`src/rtl/keypad_pkg.sv`:
```
// ----------------------------------------------------------------------------
// keypad_pkg
// Shared types and constants for the keypad history display:
//   - scanner state encoding
//   - 4x4 key map (row-major, index = {row, col}, row 0 at top)
//   - active-low seven-segment patterns {g..a} for hex digits 0..F
//   - blank pattern (all segments off)
//   - clog2 helper that never returns less than 1 bit
// ----------------------------------------------------------------------------
package keypad_pkg;

    typedef enum logic [1:0] {
        ST_SCAN       = 2'd0,
        ST_PRESS_DB   = 2'd1,
        ST_HELD       = 2'd2,
        ST_RELEASE_DB = 2'd3
    } scan_state_e;

    // Element 0 is row 0 / col 0. Listed from index 15 down to index 0.
    localparam logic [15:0][3:0] KEY_MAP = {
        4'hD, 4'hF, 4'h0, 4'hE,   // row 3: c3 c2 c1 c0
        4'hC, 4'h9, 4'h8, 4'h7,   // row 2
        4'hB, 4'h6, 4'h5, 4'h4,   // row 1
        4'hA, 4'h3, 4'h2, 4'h1    // row 0
    };

    // Active-low {g,f,e,d,c,b,a}; listed from F down to 0.
    localparam logic [15:0][6:0] SEG_MAP = {
        7'h0E, 7'h06, 7'h21, 7'h46, 7'h03, 7'h08, 7'h10, 7'h00,
        7'h78, 7'h02, 7'h12, 7'h19, 7'h30, 7'h24, 7'h79, 7'h40
    };

    localparam logic [6:0] SEG_BLANK = 7'h7F;

    function automatic int clog2_min1(input int v);
        return (v > 1) ? $clog2(v) : 1;
    endfunction

endpackage

```
`src/rtl/keypad_history_display_scanner.sv`:
```
// ----------------------------------------------------------------------------
// keypad_scanner
// Scans a 4x4 active-low matrix keypad, debounces press and release and
// reports each accepted key.
//   Scanner states:
//     state         | meaning
//     ST_SCAN       | rotating the driven column, looking for any low row
//     ST_PRESS_DB   | column frozen, counting agreeing "pressed" ticks
//     ST_HELD       | key accepted, waiting for the latched row to go high
//     ST_RELEASE_DB | counting agreeing "released" ticks before rescanning
// Ports:
//   clk, nreset      clock, async active-low reset
//   rows[3:0]        keypad rows (async, 0 = pressed)
//   cols[3:0]        one-hot active-low column drive
//   key_valid        one-cycle pulse per accepted press
//   key[3:0]         hex code of last accepted key
// ----------------------------------------------------------------------------
import keypad_pkg::*;

module keypad_scanner #(
    parameter int SCAN_DIV       = 48000,
    parameter int DEBOUNCE_SCANS = 4
) (
    input  logic       clk,
    input  logic       nreset,
    input  logic [3:0] rows,
    output logic [3:0] cols,
    output logic       key_valid,
    output logic [3:0] key
);

    localparam int SCAN_W = clog2_min1(SCAN_DIV);
    localparam int DB_W   = clog2_min1(DEBOUNCE_SCANS + 1);
    localparam logic [SCAN_W-1:0] SCAN_LAST = SCAN_W'(SCAN_DIV - 1);
    // The detect tick itself is not counted, so the press is accepted on the
    // tick that would bring the count to DEBOUNCE_SCANS.
    localparam logic [DB_W-1:0]   DB_LAST   = DB_W'(DEBOUNCE_SCANS - 1);

    logic [3:0]        r_rows_meta;
    logic [3:0]        r_rows_sync;
    logic [SCAN_W-1:0] r_scan_cnt;
    logic [1:0]        r_col;
    logic [1:0]        r_row;
    logic [DB_W-1:0]   r_db_cnt;
    scan_state_e       r_state;
    logic              r_key_valid;
    logic [3:0]        r_key;

    logic              w_tick;
    logic              w_any_low;
    logic              w_latched_low;
    logic [1:0]        w_row_first;

    always_ff @(posedge clk or negedge nreset) begin
        if (!nreset) begin
            r_rows_meta <= 4'hF;
            r_rows_sync <= 4'hF;
        end else begin
            r_rows_meta <= rows;
            r_rows_sync <= r_rows_meta;
        end
    end

    always_ff @(posedge clk or negedge nreset) begin
        if (!nreset)
            r_scan_cnt <= '0;
        else if (r_scan_cnt == SCAN_LAST)
            r_scan_cnt <= '0;
        else
            r_scan_cnt <= r_scan_cnt + SCAN_W'(1);
    end

    assign w_tick        = (r_scan_cnt == SCAN_LAST);
    assign w_any_low     = ~&r_rows_sync;
    assign w_latched_low = ~r_rows_sync[r_row];

    // Lowest-index low row wins: scan downwards so row 0 overrides last.
    always_comb begin
        w_row_first = 2'd0;
        for (int i = 3; i >= 0; i--) begin
            if (!r_rows_sync[i])
                w_row_first = 2'(i);
        end
    end

    always_ff @(posedge clk or negedge nreset) begin
        if (!nreset) begin
            r_state     <= ST_SCAN;
            r_col       <= 2'd0;
            r_row       <= 2'd0;
            r_db_cnt    <= '0;
            r_key_valid <= 1'b0;
            r_key       <= 4'h0;
        end else begin
            r_key_valid <= 1'b0;
            if (w_tick) begin
                case (r_state)
                    ST_SCAN: begin
                        if (w_any_low) begin
                            r_row    <= w_row_first;
                            r_db_cnt <= '0;
                            r_state  <= ST_PRESS_DB;
                        end else begin
                            r_col <= r_col + 2'd1;
                        end
                    end
                    ST_PRESS_DB: begin
                        if (w_latched_low) begin
                            if (r_db_cnt == DB_LAST) begin
                                r_key_valid <= 1'b1;
                                r_key       <= KEY_MAP[{r_row, r_col}];
                                r_db_cnt    <= '0;
                                r_state     <= ST_HELD;
                            end else begin
                                r_db_cnt <= r_db_cnt + DB_W'(1);
                            end
                        end else begin
                            r_db_cnt <= '0;
                            r_state  <= ST_SCAN;
                        end
                    end
                    ST_HELD: begin
                        if (!w_latched_low) begin
                            r_db_cnt <= '0;
                            r_state  <= ST_RELEASE_DB;
                        end
                    end
                    ST_RELEASE_DB: begin
                        if (!w_latched_low) begin
                            if (r_db_cnt == DB_LAST) begin
                                r_db_cnt <= '0;
                                r_state  <= ST_SCAN;
                            end else begin
                                r_db_cnt <= r_db_cnt + DB_W'(1);
                            end
                        end else begin
                            r_db_cnt <= '0;
                            r_state  <= ST_HELD;
                        end
                    end
                    default: r_state <= ST_SCAN;
                endcase
            end
        end
    end

    assign cols      = ~(4'b0001 << r_col);
    assign key_valid = r_key_valid;
    assign key       = r_key;

endmodule

```
`src/rtl/keypad_history_display.sv`:
```
// ----------------------------------------------------------------------------
// keypad_history_display
// Keypad-to-display controller: scans/debounces a 4x4 keypad, keeps an
// N-digit history of accepted keys (newest in digit 0) and multiplexes the
// history onto a shared active-low seven-segment bus.
// Ports:
//   clk, nreset          48 MHz clock, async active-low reset
//   rows[3:0]            keypad rows (async, 0 = pressed)
//   cols[3:0]            one-hot active-low column drive
//   seg[6:0]             segments {g..a}, active-low
//   dig_en[NUM_DIGITS-1:0] one-hot active-high digit enable
//   key_valid            one-cycle pulse per accepted press
//   key[3:0]             last accepted key
// Build option:
//   KEYPAD_BLANK_LEADING_EN  blank digits that have not yet received a key
// ----------------------------------------------------------------------------
import keypad_pkg::*;

module keypad_history_display #(
    parameter int NUM_DIGITS     = 2,
    parameter int SCAN_DIV       = 48000,
    parameter int DEBOUNCE_SCANS = 4,
    parameter int DIGIT_DIV      = 48000
) (
    input  logic                  clk,
    input  logic                  nreset,
    input  logic [3:0]            rows,
    output logic [3:0]            cols,
    output logic [6:0]            seg,
    output logic [NUM_DIGITS-1:0] dig_en,
    output logic                  key_valid,
    output logic [3:0]            key
);

    localparam int DIG_W  = clog2_min1(DIGIT_DIV);
    localparam int SLOT_W = clog2_min1(NUM_DIGITS);
    localparam logic [DIG_W-1:0]  DIG_LAST  = DIG_W'(DIGIT_DIV - 1);
    localparam logic [SLOT_W-1:0] SLOT_LAST = SLOT_W'(NUM_DIGITS - 1);

    logic                       w_key_valid;
    logic [3:0]                 w_key;
    logic [NUM_DIGITS-1:0][3:0] r_hist;
    logic [DIG_W-1:0]           r_dig_cnt;
    logic [SLOT_W-1:0]          r_slot;
    logic [6:0]                 w_seg_digit;

    keypad_scanner #(
        .SCAN_DIV       (SCAN_DIV),
        .DEBOUNCE_SCANS (DEBOUNCE_SCANS)
    ) u_scanner (
        .clk       (clk),
        .nreset    (nreset),
        .rows      (rows),
        .cols      (cols),
        .key_valid (w_key_valid),
        .key       (w_key)
    );

    // key is registered together with key_valid, so the history captures
    // the new code while the pulse is high.
    always_ff @(posedge clk or negedge nreset) begin
        if (!nreset) begin
            r_hist <= '0;
        end else if (w_key_valid) begin
            for (int i = NUM_DIGITS - 1; i > 0; i--)
                r_hist[i] <= r_hist[i-1];
            r_hist[0] <= w_key;
        end
    end

    always_ff @(posedge clk or negedge nreset) begin
        if (!nreset) begin
            r_dig_cnt <= '0;
            r_slot    <= '0;
        end else if (r_dig_cnt == DIG_LAST) begin
            r_dig_cnt <= '0;
            r_slot    <= (r_slot == SLOT_LAST) ? '0 : r_slot + SLOT_W'(1);
        end else begin
            r_dig_cnt <= r_dig_cnt + DIG_W'(1);
        end
    end

    assign w_seg_digit = SEG_MAP[r_hist[r_slot]];

`ifdef KEYPAD_BLANK_LEADING_EN
    localparam int FILL_W = clog2_min1(NUM_DIGITS + 1);
    localparam logic [FILL_W-1:0] FILL_MAX = FILL_W'(NUM_DIGITS);

    logic [FILL_W-1:0] r_fill;

    always_ff @(posedge clk or negedge nreset) begin
        if (!nreset)
            r_fill <= '0;
        else if (w_key_valid && (r_fill != FILL_MAX))
            r_fill <= r_fill + FILL_W'(1);
    end

    assign seg = (32'(r_slot) >= 32'(r_fill)) ? SEG_BLANK : w_seg_digit;
`else
    assign seg = w_seg_digit;
`endif

    assign dig_en    = NUM_DIGITS'(1) << r_slot;
    assign key_valid = w_key_valid;
    assign key       = w_key;

endmodule
```
`config.mk`:
```
export PLATFORM = sky130hd
export DESIGN_NAME = keypad_history_display
export DESIGN_NICKNAME = d
export VERILOG_FILES = /design/src/rtl/keypad_pkg.sv /design/src/rtl/keypad_history_display_scanner.sv /design/src/rtl/keypad_history_display.sv
export SDC_FILE = /design/constraint.sdc
export NUM_CORES = 1
export LEC_CHECK = 0
export ABC_AREA = 1
export BUFFER_PORTS_ARGS = -buffer_cell sky130_fd_sc_hd__buf_2
export CAP_MARGIN = 30
export CORE_MARGIN = 5
export CORE_UTILIZATION = 58
export CTS_BUF_LIST = sky130_fd_sc_hd__clkbuf_2
export DETAILED_ROUTE_END_ITERATION = 10
export GPL_TIMING_DRIVEN = 0
export HOLD_SLACK_MARGIN = 0.05
export PLACE_DENSITY = 0.86
export SLEW_MARGIN = 30
export SYNTH_ARGS = -nofsm -noshare
export SYNTH_HDL_FRONTEND = slang
export SYNTH_HIERARCHICAL = 1
export SYNTH_SLANG_ARGS = --single-unit
```
`constraint.sdc`:
```
create_clock -name clk -period 2.8 [get_ports clk]
set_input_delay 0.84 -clock clk [delete_from_list [all_inputs] [get_ports clk]]
set_output_delay 0.84 -clock clk [all_outputs]
set_load 0.02 [all_outputs]
```
Word-level counts from Yosys, hierarchy flattened
Memories as Yosys holds them, arrays and structs flattened. A register that Yosys moved wholly into a read port is not among the register bits.
Cells that the tools add are included.
{ "word_totals": {"regBits": 59, "romBits": 176, "inputBits": 6, "n_memories": 2} }
{ "classes": {"add_sub_neg": 5, "magnitude_cmp": 3, "n_eq_ne": 10, "n_shift": 2, "n_mux": 29, "bitwise": 3, "n_reduce_logical": 8} }
{ "memory_table": {"columns": ["memory", "depth", "width", "read_ports", "rd_clocked_by_memory_dff", "wr", "line", "text"], "rows": [
  ["(name not given)", 16, 7, 1, 0, 0, "keypad_history_display.sv:83", "assign w_seg_digit = SEG_MAP[r_hist[r_slot]];"],
  ["(name not given)", 16, 4, 1, 1, 0, "keypad_history_display_scanner.sv:111", "r_key <= KEY_MAP[{r_row, r_col}];"]
]} }
{ "ops": {"columns": ["op", "n"], "rows": [
  ["adder 16 x 1 -> 16 bit, second input constant", 2],
  ["equality test 16 bit, second input constant", 2],
  ["two-way mux 16 bit", 2],
  ["two-way mux 2 bit", 10],
  ["two-way mux 3 bit", 5],
  ["case mux 3 bit (4 select lines)", 1],
  ["two-way mux 4 bit", 2],
  ["case mux 2 bit (4 select lines)", 1],
  ["AND reduction 4 bit", 2],
  ["two-way mux 7 bit", 1],
  ["two-way mux 1 bit", 6],
  ["AND reduction 3 bit", 2],
  ["AND reduction 6 bit", 1],
  ["less-than comparator 4 x 5 -> 1 bit, second input constant", 1],
  ["AND reduction 5 bit", 1],
  ["equality test 2 bit, second input constant", 2],
  ["inverter 4 bit", 1],
  ["left shift 1 x 2 -> 4 bit, first input constant", 1],
  ["adder 3 x 1 -> 3 bit, second input constant", 1],
  ["equality test 3 x 2 -> 1 bit, second input constant", 1],
  ["less-than comparator 2 x 3 -> 1 bit, second input constant", 1],
  ["inequality test 3 x 1 -> 1 bit, second input constant", 1],
  ["inequality test 3 bit, second input constant", 1],
  ["adder 2 x 1 -> 2 bit, second input constant", 1],
  ["other kinds (10)", 11]
]} }

Depth between registers and ports, before layout
{ "depth": {"word_depth": 5, "ltp_mapped": 11} }

By module
The synthesis kept the hierarchy.
{ "by_module_without_submodules": {"columns": ["module", "n_inst", "cells_per_inst", "area_per_inst_um2"], "rows": [
  ["keypad_scanner", 1, 245, 2049.5],
  ["keypad_history_display", 1, 209, 1596.5]
]} }

Worst setup path after synthesis
No wires, ideal clock.
{ "synth_timing": {"path_kind": "register to output", "start": "reg r_slot", "end": "out seg[1]", "t_arrival_ns": 1.684, "required_ns": 1.960, "slack_ns": 0.276, "path_stages_with_launch": 7, "path_buffers": 1, "cell_sequence": "dfrtp_1 buf_6 nand2_1 o21ai_0 ha_1 nand2_1 o21ai_0"} }
{ "synth_via": {"elab_chain_len": 4} }
{ "synth_rtl": {"columns": ["item", "line", "text"], "rows": [
  ["from (decl)", "keypad_history_display.sv:44", "logic [SLOT_W-1:0] r_slot;"],
  ["from (signal assigned)", "keypad_history_display.sv:77", "r_slot <= (r_slot == SLOT_LAST) ? '0 : r_slot + SLOT_W'(1);"],
  ["two-way mux 4 bit (implied by the code) (2 in series)", "keypad_history_display.sv:83", null],
  ["memory read (16 x 7 bit)", null, null],
  ["two-way mux 7 bit (implied by the code)", "keypad_history_display.sv:83", null],
  ["to (decl)", "keypad_history_display.sv:29", "output logic [6:0] seg,"]
]} }
Every way passes these cells. The select of a mux whose other input is x is not followed.

Worst setup path after layout
{ "layout_timing": {"start": "reg r_slot", "end": "out seg[5]"} }
The elaborated chain is that of the path after synthesis.

==> metrics.md <==
| Metric | Value |
|---|---|
| Status | finished, violations left |
| Failing checks | negative setup slack |
| Crit Path Class | flip-flop to output pin |
| Root buffer cell | clkbuf_2 |
| Die height | 89.3 µm |
| Startpoint Class | flip-flop |
| Vias/cell | 5.23 |
| Worst path bufs/invs | 3 |
| Synthesized area per cell | 8.03 µm² |
| Total number of yosys warnings | 6 |
| MaxCap Viol Count | 0 |
| H-Tree Depth | 3 |
| Slew headroom | 48.7% |
| Critical Path, Cell by Cell | buf_8 > o21ai_4 > buf_6 > ha_4 > nand2_2 > o21ai_2 > nand2_1 > o21ai_1 > buf_4 |
| TNS Setup | -0.284 ns |
| DR pass1 iterations | 6 |
| Global route total overflow | 0 |
| Leading area contributor after synthesis | dfrtp_1 |
| Ratio of cells with drive above 1 in the final layout | 22.7% |
| Reg2Reg Setup Slack | 1.17 ns |
| Mapped Area | 0.00365 mm² |
| Worst Hold Class | flip-flop to flip-flop |
| Vias in the first global route | 2912 |
| #FFs+latches synth | 63 |
| Clock sinks | 63 |
| Sequential area share after synthesis | 43.5% |
| Global-route wire length before repair | 12000 µm |
| Vias | 3020 |
| Cts hold-fix bufs | 0 |
| Initial core utilization | 60.5% |
| Critical path capture point type | output pin |
| DP Wirelength | 5030 µm |
| Drt drc | 0 |
| Crit path DAT | 2.05 ns |
| CP top delay family | flip-flops |
| Per-cell routed wire length | 12.4 µm |
| VDD IR max | 0.440 mV |
| CP max FO | 6 |
| Row count | 28 |
| Post-synth EDFFs | 0 |
| Worst setup margin | -0.0949 ns |
| Share of the synthesized area in the top cell type | 37.7% |
| Largest net degree at the start of global routing | 64 |
| Antenna Cells | 0 |
| Worst-Margin Slew | 0.770 ns |
| Core ar. | 0.00603 mm² |
| CP max stage delay | 0.47 ns |
| Min Tclk post-route | 2.89 ns |
| Async set-reset flop share out of synthesis | 100% |
| Crit. path cell count | 9 |
| Post-DRT Antenna Nets | 0 |
| Final setup vio count | 6 |
| # IOs | 24 |
| Die width | 89.3 µm |
| Port Buffer Count | 23 |
| Synth Net Count | 476 |
| Final Util | 68.9% |
| Clock slew seen by the registers of the worst setup and hold paths | 0.17 ns |
| RePlAce Congestion | 0.929 |
| Initial antenna violation count | 0 |
| DR iter-0 viols | 133 |
| Hold WS | 0.368 ns |
| Top-count cell post-synth | nand2_1 |
| Reg2Reg Depth | 8 |
| Layout Nets | 519 |
| Wirelength, routed | 7150 µm |
| Area grow syn2layout | 13.9% |
| GRT Overall Usage | 19.2% |
| Leakage | 0.00205 µW |
| Synth area leaders | dfrtp_1, nand2_1, inv_1, dfstp_2, nor2_1 |
| Fmax | 0.345 GHz |
| Synth unique cells | 36 |
| CTS buffer count | 9 |
| Fin crit share | 103% |
| Synth Instances | 454 |
| Setup Skew | 0.0259 ns |
| Post-synth top cells | nand2_1, inv_1, dfrtp_1, nor2_1, nand3_1 |
| Worst skew pair latency | 0.49 ns |
| Max Buffers Root-to-Sink | 2 |
| RSZ-0062 raised after global routing | yes |
| Most used flip-flop cell after synthesis | dfrtp_1 |
| Die area | 0.00797 mm² |
| Pwr per Cell Area | 374 mW/mm² |
| CP required | 1.96 ns |
| Crit-path slowest cell | dfrtp_2 |
| Worst Hold Depth | 0 |
| # fillers | 467 |
| CTS tree | built |
| Max-slew violations | 0 |
| Final hold vios | 0 |
[cell type report]
class	instances	area (µm²)	share of cell area, %
Buffer	7	65.1	1.57
Clock buffer	11	55.1	1.33
Sequential cell	63	1590	38.2
Multi-Input combinational cell	318	1810	43.6
Inverter	66	250	6.03
Timing Repair Buffer	32	218	5.24
Tap cell	75	93.8	2.26
Clock inverter	5	72.6	1.75
[power breakdown]
| part | internal [µW] | leakage (µW) | switching, µW |
|---|---|---|---|
| sequential | 921 | 0.000822 | 3.70 |
| clock | 297 | 0.0000810 | 306 |
| combinational | 5.03 | 0.00115 | 22.0 |
[timing repair]
action,in CTS,in global routing
gates resized for setup,20,11
setup endpoints to repair,7,7
setup buffers,6,3
cloned,0,0
pin swaps,5,4
[cells in the final DEF, fill, tap and decap left out, types with 5 or more instances in the layout]
cell,n
nand2_1,112
ha_1,14
inv_2,8
clkbuf_2,11
buf_6,7
inv_1,57
dfstp_2,8
o21ai_2,6
nand3_1,24
buf_2,16
nor2_1,55
nor3_1,10
a21oi_1,13
nand4_1,5
o21ai_0,11
nand2_2,9
xor2_1,12
o21ai_1,11
dfrtp_1,54
buf_4,14
nand3_2,6
nor2_2,7
[final timing paths]
check | startpoint | end
max | r_slot$_DFFE_PN0N_ | seg[5]
min | u_scanner/r_rows_meta[1]$_DFF_PN1_ | u_scanner/r_rows_sync[1]$_DFF_PN1_
max reg2reg | u_scanner/r_scan_cnt[0]$_DFF_PN0_ | u_scanner/r_scan_cnt[12]$_DFF_PN0_
min reg2reg | u_scanner/r_rows_meta[1]$_DFF_PN1_ | u_scanner/r_rows_sync[1]$_DFF_PN1_
max in group asynchronous | nreset | u_scanner/r_scan_cnt[4]$_DFF_PN0_
min in group asynchronous | nreset | r_dig_cnt[10]$_DFF_PN0_
[per-stage QoR]
stage               area [µm²]  power, µW  std cells  worst slack (ns)
global placement          3850        968        552             0.150
detailed placement        3860        970        552            0.0547
floorplan                 3650        946        454             0.276
CTS                       4090       1570        574           -0.0641
finish                    4150       1550        577           -0.0949
global route              4150       1620        577            -0.212
[kinds of logic after synthesis]
| group | share of synthesized area (%) |
|---|---|
| flops | 43.5 |
| buf+inv | 8.48 |
| simple gates | 30.9 |
| mux | 0.309 |
| xor+xnor | 3.12 |
| compound gates | 8.20 |
| fa+ha+maj | 5.49 |
[flip-flops by register name, indices dropped and copies added, names as in the netlist, named ones only]
| register | count |
|---|---|
| u_scanner/r_scan_cnt | 16 |
| u_scanner/r_row | 2 |
| u_scanner/key_valid | 1 |
| u_scanner/r_rows_sync | 4 |
| r_hist | 8 |
| u_scanner/key | 4 |
| u_scanner/r_rows_meta | 4 |
| u_scanner/r_db_cnt | 3 |
| u_scanner/r_col | 2 |
| r_dig_cnt | 16 |
| u_scanner/r_state | 1 |
| r_slot | 1 |
[per-layer routing]
layer	GRT usage, %	wire length (µm)
met4	6.22	79
met5	0	0
met1	22.8	3040
met3	5.81	273
met2	33.4	3760
Note: power is estimated with default switching activity, not from simulation.
